--- src/rtl/netlist_vector_sequencer.sv ---
// rtl/netlist_vector_sequencer.sv - stimulus sequencer and response checker for a combinational netlist
//
// Purpose:
//   Accepts one stimulus vector at a time and drives it onto the netlist inputs.
//   After SETTLE wait cycles it captures the netlist outputs and compares them
//   against the expected word. It also keeps saturating vector and error counters
//   and a MISR signature over every captured output.
//
// Ports:
//   clk, rst                  clock, synchronous active-high reset
//   vec_valid/vec_ready       stimulus handshake (vec_in, exp_in, cmp_en)
//   dut_in / dut_out          registered netlist drive / netlist response
//   res_valid/res_ready       result handshake (res_data, res_match)
//   vec_cnt, err_cnt, sig     captured-vector count, mismatch count, MISR
//   clr                       synchronous clear of vec_cnt, err_cnt and sig
module netlist_vector_sequencer #(
  parameter int               IN_W   = 14,
  parameter int               OUT_W  = 8,
  parameter int               SETTLE = 2,
  parameter int               CNT_W  = 16,
  parameter logic [OUT_W-1:0] TAPS   = 8'h1D
) (
  input  logic             clk,
  input  logic             rst,
  input  logic             vec_valid,
  output logic             vec_ready,
  input  logic [IN_W-1:0]  vec_in,
  input  logic [OUT_W-1:0] exp_in,
  input  logic             cmp_en,
  output logic [IN_W-1:0]  dut_in,
  input  logic [OUT_W-1:0] dut_out,
  output logic             res_valid,
  input  logic             res_ready,
  output logic [OUT_W-1:0] res_data,
  output logic             res_match,
  output logic [CNT_W-1:0] vec_cnt,
  output logic [CNT_W-1:0] err_cnt,
  output logic [OUT_W-1:0] sig,
  input  logic             clr
);

  localparam logic [7:0] SETTLE_V = 8'(SETTLE);

  typedef enum logic [1:0] {IDLE, WAIT, DONE} state_t;

  state_t           state_q;
  logic [7:0]       timer_q;
  logic [IN_W-1:0]  dut_in_q;
  logic [OUT_W-1:0] exp_q;
  logic             cmp_q;
  logic [OUT_W-1:0] res_data_q;
  logic             res_match_q;
  logic [CNT_W-1:0] vec_cnt_q;
  logic [CNT_W-1:0] err_cnt_q;
  logic [OUT_W-1:0] sig_q;

  logic [OUT_W-1:0] sig_d;
  logic [CNT_W-1:0] vec_cnt_d;
  logic [CNT_W-1:0] err_cnt_d;
  logic             mismatch;

  // MISR: shift left, fold the outgoing MSB back through the taps, mix in the sample.
  assign sig_d     = ({sig_q[OUT_W-2:0], 1'b0} ^ (sig_q[OUT_W-1] ? TAPS : '0)) ^ dut_out;
  assign mismatch  = (dut_out != exp_q);
  // Counters stick at all-ones rather than wrapping.
  assign vec_cnt_d = (vec_cnt_q == '1) ? vec_cnt_q : vec_cnt_q + CNT_W'(1);
  assign err_cnt_d = (err_cnt_q == '1) ? err_cnt_q : err_cnt_q + CNT_W'(1);

  always_ff @(posedge clk) begin
    if (rst) begin
      state_q     <= IDLE;
      timer_q     <= '0;
      dut_in_q    <= '0;
      exp_q       <= '0;
      cmp_q       <= 1'b0;
      res_data_q  <= '0;
      res_match_q <= 1'b0;
      vec_cnt_q   <= '0;
      err_cnt_q   <= '0;
      sig_q       <= '0;
    end else begin
      case (state_q)
        IDLE: begin
          if (vec_valid) begin
            dut_in_q <= vec_in;
            exp_q    <= exp_in;
            cmp_q    <= cmp_en;
            timer_q  <= SETTLE_V;
            state_q  <= WAIT;
          end
        end
        WAIT: begin
          if (timer_q != 8'd0) begin
            timer_q <= timer_q - 8'd1;
          end else begin
            res_data_q  <= dut_out;
            res_match_q <= !cmp_q || !mismatch;
            vec_cnt_q   <= vec_cnt_d;
            if (cmp_q && mismatch) err_cnt_q <= err_cnt_d;
            sig_q       <= sig_d;
            state_q     <= DONE;
          end
        end
        DONE: begin
          if (res_ready) state_q <= IDLE;
        end
        default: state_q <= IDLE;
      endcase
      // Placed after the FSM so a clear on the capture edge overrides the accumulation.
      if (clr) begin
        vec_cnt_q <= '0;
        err_cnt_q <= '0;
        sig_q     <= '0;
      end
    end
  end

  assign vec_ready = (state_q == IDLE);
  assign res_valid = (state_q == DONE);
  assign dut_in    = dut_in_q;
  assign res_data  = res_data_q;
  assign res_match = res_match_q;
  assign vec_cnt   = vec_cnt_q;
  assign err_cnt   = err_cnt_q;
  assign sig       = sig_q;

endmodule

--- config.mk ---
export PLATFORM = sky130hd
export DESIGN_NAME = netlist_vector_sequencer
export DESIGN_NICKNAME = d
export VERILOG_FILES = /design/src/rtl/netlist_vector_sequencer.sv
export SDC_FILE = /design/constraint.sdc
export NUM_CORES = 1
export LEC_CHECK = 0
export BUFFER_PORTS_ARGS = -buffer_cell sky130_fd_sc_hd__buf_2
export CAP_MARGIN = 20
export CORE_UTILIZATION = 56
export DETAILED_ROUTE_END_ITERATION = 7
export GPL_TIMING_DRIVEN = 0
export PLACE_DENSITY = 0.85
export RECOVER_POWER = 25
export SYNTH_ARGS = -nofsm -noshare
export SYNTH_HDL_FRONTEND = slang
export SYNTH_SLANG_ARGS = --single-unit
--- constraint.sdc ---
create_clock -name clk -period 5.7 [get_ports clk]
set_input_delay 0.57 -clock clk [delete_from_list [all_inputs] [get_ports clk]]
set_output_delay 0.57 -clock clk [all_outputs]
set_load 0.05 [all_outputs]
==> results.yml, run 1 <==
final_layout:
  drive_above_1_share_pct: 15.7
  finalNetCount: 596
  fin_cells: 638
  regArea_sq_um: 1640
  multi_input_area_sq_um: 1930
  syn_to_final_growth_pct: 20.1
  num_antenna_cells: 0
  fillers: 552
drt:
  via_per_inst: 5.59
  drt_first_pass_iters: 4
  wl_per_cell_um: 13.7
  drcViolationCount: 0
  drt_iter0_drc: 207
  dr_total_vias: 3569
  wirelength_um: 8730
  ant_nets: 0
setup_path:
  reg2reg_to: "err_cnt[11]"
  end_kind: "flip-flop"
  r2r_cells: 8
  arrival_ns: 2.88
  cp_max_fo: 10
  cp-start-kind: "flip-flop"
  r2r_start: "timer_q[0]"
  critPathRequiredTime_ns: 5.99
  worst-r2r-setup-slack_ns: 3.11
  critical_path_class: "reg -> reg"
logic_synthesis:
  synthSimpleGateAreaFrac_pct: 25.7
  synth_compound_area_share_pct: 16.7
  synth_xor_area_share_pct: 8.32
  synth_area_per_cell_sq_um: 8.28
  synth-seq-area-share_pct: 44.6
  synthAdderAreaFrac_pct: 1.36
  yosys-top-cells-area: "dfxtp_1 45%, nand2_1 8.9%, a21oi_1 6.4%"
  yosys_warnings: 0
  ys_seq_elements: 82
  synth_area_sq_um: 3680
  synthCells: 445
  synth_edf_count: 0
  syn_nets: 485
  synth_top_family_by_area: "simple AND/OR/NAND/NOR gates"
  synthDominantCellAreaShare_pct: 44.6
  synth.most_common_cell: "nand2_1"
  synthArstFlopShare_pct: 0
  synthMuxAreaShare_pct: 0.272
  synth_flop_cell: "dfxtp_1"
  synth_largest_area_cell: "dfxtp_1"
  synth_cell_types: 47
  synthTopCellsByCount: "87 x nand2_1, 82 x dfxtp_1, 47 x a21oi_1"
clock_tree:
  cts_sinks: 82
  insertion_delay_ns: 0.36
  post_cts_buffers: 0
  clkTransAtPathRegs_ns: 0.08
  root_buffer: "clkbuf_8"
  htree_levels: 3
  cts_buffer_depth: 2
  cts_resized: 0
  cts_tree: "yes"
  cts_buffers: 9
  postCtsHoldBufs: 0
sta:
  hold_viol: 0
  clock_skew_ns: 0.00907
  max_freq_mhz: 386
  rsz0062_at_grt: "no"
  layout_min_cycle_time_ns: 2.59
  final_max_slew_viol_count: 0
  final.setup.tns_ns: 0
  worst_pin_slew_ns: 0.738
  period_share_pct: 45.5
  setup_viol: 0
  maxSlewHeadroom_pct: 50.5
placement:
  dp_hpwl_um: 6510
  place_inst: 622
  io_buffers: 100
  gp_congestion: 0.846
power:
  power.density_nw_per_um2: 411
  finalPower_mw: 1.82
  p_leak_nw: 1.73
  ir_drop_uv: 336
global_route:
  grt_usage_pct: 25.5
  first_global_vias: 3258
  grt_pass1_wl_um: 14500
  grt.overflow.total: 0
  grt_max_degree: 14
  antenna_found_initial: 0
flow_run:
  maxCapViolCount: 0
floorplan:
  die-area_sq_um: 6910
  core_sq_um: 6350
  num_io_pins: 101
  rows: 29
  start_util_pct: 58.0
  fp.dieW_um: 83.1
  dieHeight_um: 83.1
run_status:
  status: "completed"
hold_path:
  worstHoldEndpoint: "dut_in[4]"
  hold_depth: 3
  min_from: "vec_in[4]"
  min_path_type: "in -> reg"
[report_power, final]
part | leakage [nW] | total [mW] | internal (mW) | switching (mW)
combinational | 0.968 | 0.684 | 0.205 | 0.480
sequential | 0.666 | 0.724 | 0.656 | 0.0684
clock | 0.0958 | 0.408 | 0.199 | 0.209
[per-layer routing]
layer | share of wire [%] | global-route usage (%) | vias up
li1 | - | - | 1787
met1 | 45 | 32.3 | 1651
met2 | 48 | 42.5 | 119
met3 | 5.9 | 5.37 | 12
met4 | 1.4 | 9.87 | 0
met5 | 0 | 0 | -
[placed cells by master (no fill, tap or decap), drive strengths merged, types with 5 or more instances in the layout]
cell type and instances:
xor2 14, or3 6, inv 5, nand2 87
nor2 37, and3 11, a211oi 8, o2111ai 5
nand3 7, dfxtp 82, buf 69, a21oi 47
o211ai 8, nand4 11, or4 8, nor4 5
clkbuf 64, xnor2 21, and4 5, o21ai 9
[worst max-delay path, stage by stage, from the launching register on]
cell	delay (ns)
dfxtp_1	0.32
inv_1	0.12
ha_1	0.19
or3b_2	0.48
or4_1	0.49
a211o_1	0.31
buf_6	0.16
or3_1	0.34
a21oi_1	0.14
[flip-flops by register name (all words and copies together), names as in the netlist]
register / flops
err_cnt: 16
vec_cnt: 16
dut_in: 14
exp_q: 8
res_data: 8
sig: 8
timer_q: 8
state_q: 2
cmp_q: 1
res_match: 1
[logic make-up (layout without fill, tap and decap cells)]
family | Yosys count | after routing
simple gates | 197 | 197
compound gates | 98 | 98
flops | 82 | 82
xor+xnor | 35 | 35
buf+inv | 28 | 144
fa+ha+maj | 4 | 4
mux | 1 | 1
[metrics by stage]
stage,cell area [sq um],util (%),hold slack [ns],setup WS [ns]
floorplan,3680,-,0.450,3.33
global placement,4280,67.4,0.439,3.19
detailed placement,4280,67.4,0.445,3.14
CTS,4470,70.3,0.433,3.09
global route,4430,69.7,0.443,2.96
finish,4430,69.7,0.445,3.11
[area by class of cell]
class	instances	area share, %
Inverter	5	0.424
Clock inverter	6	1.30
Tap cell	77	2.18
Sequential cell	82	37.1
Clock buffer	10	2.88
Timing Repair Buffer	100	10.4
Multi-Input combinational cell	335	43.6
Buffer	23	2.12
[worst max path at each step]
stage	endpoint	start	cells past startpoint	slack (ns)
floorplan	err_cnt[11]	timer_q[0]	8	3.33
global placement	err_cnt[11]	timer_q[0]	8	3.19
detailed placement	err_cnt[11]	timer_q[0]	8	3.14
CTS	err_cnt[11]	timer_q[0]	8	3.09
global route	err_cnt[10]	timer_q[0]	8	2.96
finish	err_cnt[11]	timer_q[0]	8	3.11
(Power assumes the default switching activity.)
==> inputs of run 2 (changes only) <==
--- a/config.mk
+++ b/config.mk
@@ -7,10 +7,10 @@
 export LEC_CHECK = 0
 export BUFFER_PORTS_ARGS = -buffer_cell sky130_fd_sc_hd__buf_2
 export CAP_MARGIN = 20
-export CORE_UTILIZATION = 56
+export CORE_UTILIZATION = 47
 export DETAILED_ROUTE_END_ITERATION = 7
 export GPL_TIMING_DRIVEN = 0
-export PLACE_DENSITY = 0.85
+export PLACE_DENSITY = 0.76
 export RECOVER_POWER = 25
 export SYNTH_ARGS = -nofsm -noshare
 export SYNTH_HDL_FRONTEND = slang
==> constraint.sdc (replaced) <==
create_clock -name clk -period 2.1 [get_ports clk]
set_input_delay 0.21 -clock clk [delete_from_list [all_inputs] [get_ports clk]]
set_output_delay 0.21 -clock clk [all_outputs]
set_load 0.05 [all_outputs]
==> results.yml, run 2 (synthesis gave the netlist of run 1 again) <==
placement:
  io_buffers: 100
  place_inst: 644
  dp_slack_ns: -0.382
  dp_hpwl_um: 6790
  gp_congestion: 0.802
drt:
  dr_total_vias: 3709
  via_per_inst: 5.49
  drt_iter0_drc: 143
  wl_per_cell_um: 14.4
  ant_nets: 0
  drcViolationCount: 0
  wirelength_um: 9690
  drt_first_pass_iters: 4
sta:
  layout_min_cycle_time_ns: 2.33
  rsz0062_at_grt: "yes"
  period_share_pct: 111
  setup_viol: 20
  worst_pin_slew_ns: 0.862
  clock_skew_ns: 0.00936
  final_max_slew_viol_count: 0
  max_freq_mhz: 430
  fin_ws_ns: -0.226
  hold_viol: 0
  maxSlewHeadroom_pct: 42.3
final_layout:
  mostFrequentLayoutCells: "86 x nand2_1, 78 x buf_2, 77 x dfxtp_1, 46 x a21oi_1, 42 x clkbuf_1"
  finalNetCount: 611
  drive_above_1_share_pct: 25.3
  fillers: 634
  final_util_pct: 65.7
  num_antenna_cells: 0
  syn_to_final_growth_pct: 32.2
  final_common_cell: "nand2_1"
  fin_cells: 675
floorplan:
  die-area_sq_um: 8200
  fp.dieW_um: 90.5
  dieHeight_um: 90.5
  start_util_pct: 49.7
  rows: 31
  core_sq_um: 7410
  num_io_pins: 101
global_route:
  antenna_found_initial: 0
  met3_usage_pct: 6.48
  grt_max_degree: 13
  grt_usage_pct: 23.5
  first_global_vias: 3377
  grt_busiest_layer: "met2"
  grt_pass1_wl_um: 15700
  use_met1_pct: 30.0
  grt_util_met2_pct: 37.8
  grt.overflow.total: 0
power:
  power.density_nw_per_um2: 1140
  p_leak_nw: 1.89
  ir_drop_uv: 709
  finalPower_mw: 5.57
run_status:
  violations: "setup timing"
  status: "finished with violations"
setup_path:
  critical_path_class: "reg -> reg"
  reg2reg_to: "err_cnt[9]"
  worst-r2r-setup-slack_ns: -0.23
  arrival_ns: 2.63
  r2r_cells: 6
  cp-start-kind: "flip-flop"
  r2r_start: "timer_q[6]"
  critPathRequiredTime_ns: 2.40
  cp_max_fo: 5
  end_kind: "flip-flop"
hold_path:
  hold_depth: 3
  worstHoldEndpoint: "dut_in[0]"
  min_from: "vec_in[0]"
  min_path_type: "in -> reg"
clock_tree:
  root_buffer: "clkbuf_8"
  clkTransAtPathRegs_ns: 0.08
  cts_tree: "yes"
  cts_buffers: 9
  htree_levels: 3
  cts_buffer_depth: 2
  cts_sinks: 82
  insertion_delay_ns: 0.36
flow_run:
  maxCapViolCount: 0
[run 2: per-layer routing]
metal | share of wire, % | wire length (um)
met5 | 0 | 0
met4 | 1.3 | 123
met3 | 8.5 | 820
met2 | 45 | 4360
met1 | 45 | 4390
[run 2: critical path: stages, from the launching register on]
cell,delay [ns]
dfxtp_2,0.33
or4_4,0.54
or4_4,0.49
a211o_4,0.31
buf_6,0.13
or4_4,0.41
nand2_2,0.06
[run 2: power breakdown]
group	leakage (nW)	switching, mW	internal [mW]
clock	0.101	0.561	0.615
combinational	1.12	1.50	0.910
sequential	0.668	0.190	1.79
total	1.89	2.26	3.31
[run 2: stage by stage]
| step | hold WS, ns | TNS, ns | cell area (sq um) |
|---|---|---|---|
| final | 0.0867 | -1.92 | 4870 |
| after global routing | 0.0857 | -5.06 | 4870 |
| after CTS | 0.0748 | -1.77 | 4670 |
| after detailed placement | 0.448 | -8.19 | 4320 |
| after global placement | 0.439 | -5.95 | 4320 |
| after floorplan | 0.346 | -0.922 | 3700 |
[run 2: area by class of cell]
cell class	count	area, sq um	share of cell area [%]
inverter	5	18.8	0.385
tap	99	124	2.54
multi-input combinational	335	2140	43.9
clock buffer	14	163	3.34
sequential	82	1650	33.8
buffer	21	109	2.23
timing repair buffer	117	634	13.0
clock inverter	2	35.0	0.719
[run 2: worst max-delay path by stage]
stage / cells after the start / slack (ns) / end / startpoint
after floorplan: 8 / -0.18 / err_cnt[5] / timer_q[0]
after global placement: 8 / -0.34 / err_cnt[5] / timer_q[0]
after detailed placement: 8 / -0.38 / err_cnt[11] / timer_q[0]
after CTS: 6 / -0.24 / err_cnt[13] / timer_q[5]
after global routing: 6 / -0.27 / err_cnt[9] / timer_q[6]
final: 6 / -0.23 / err_cnt[9] / timer_q[6]
[run 2: repair_timing]
action | 4_1_cts | 5_1_grt
setup endpoints to repair | 47 | 44
hold buffers | 0 | 0
cloned | 1 | 1
pin swaps | 14 | 14
setup buffers | 10 | 5
endpoints found under the hold margin | 0 | 0
gates resized for setup | 22 | 39
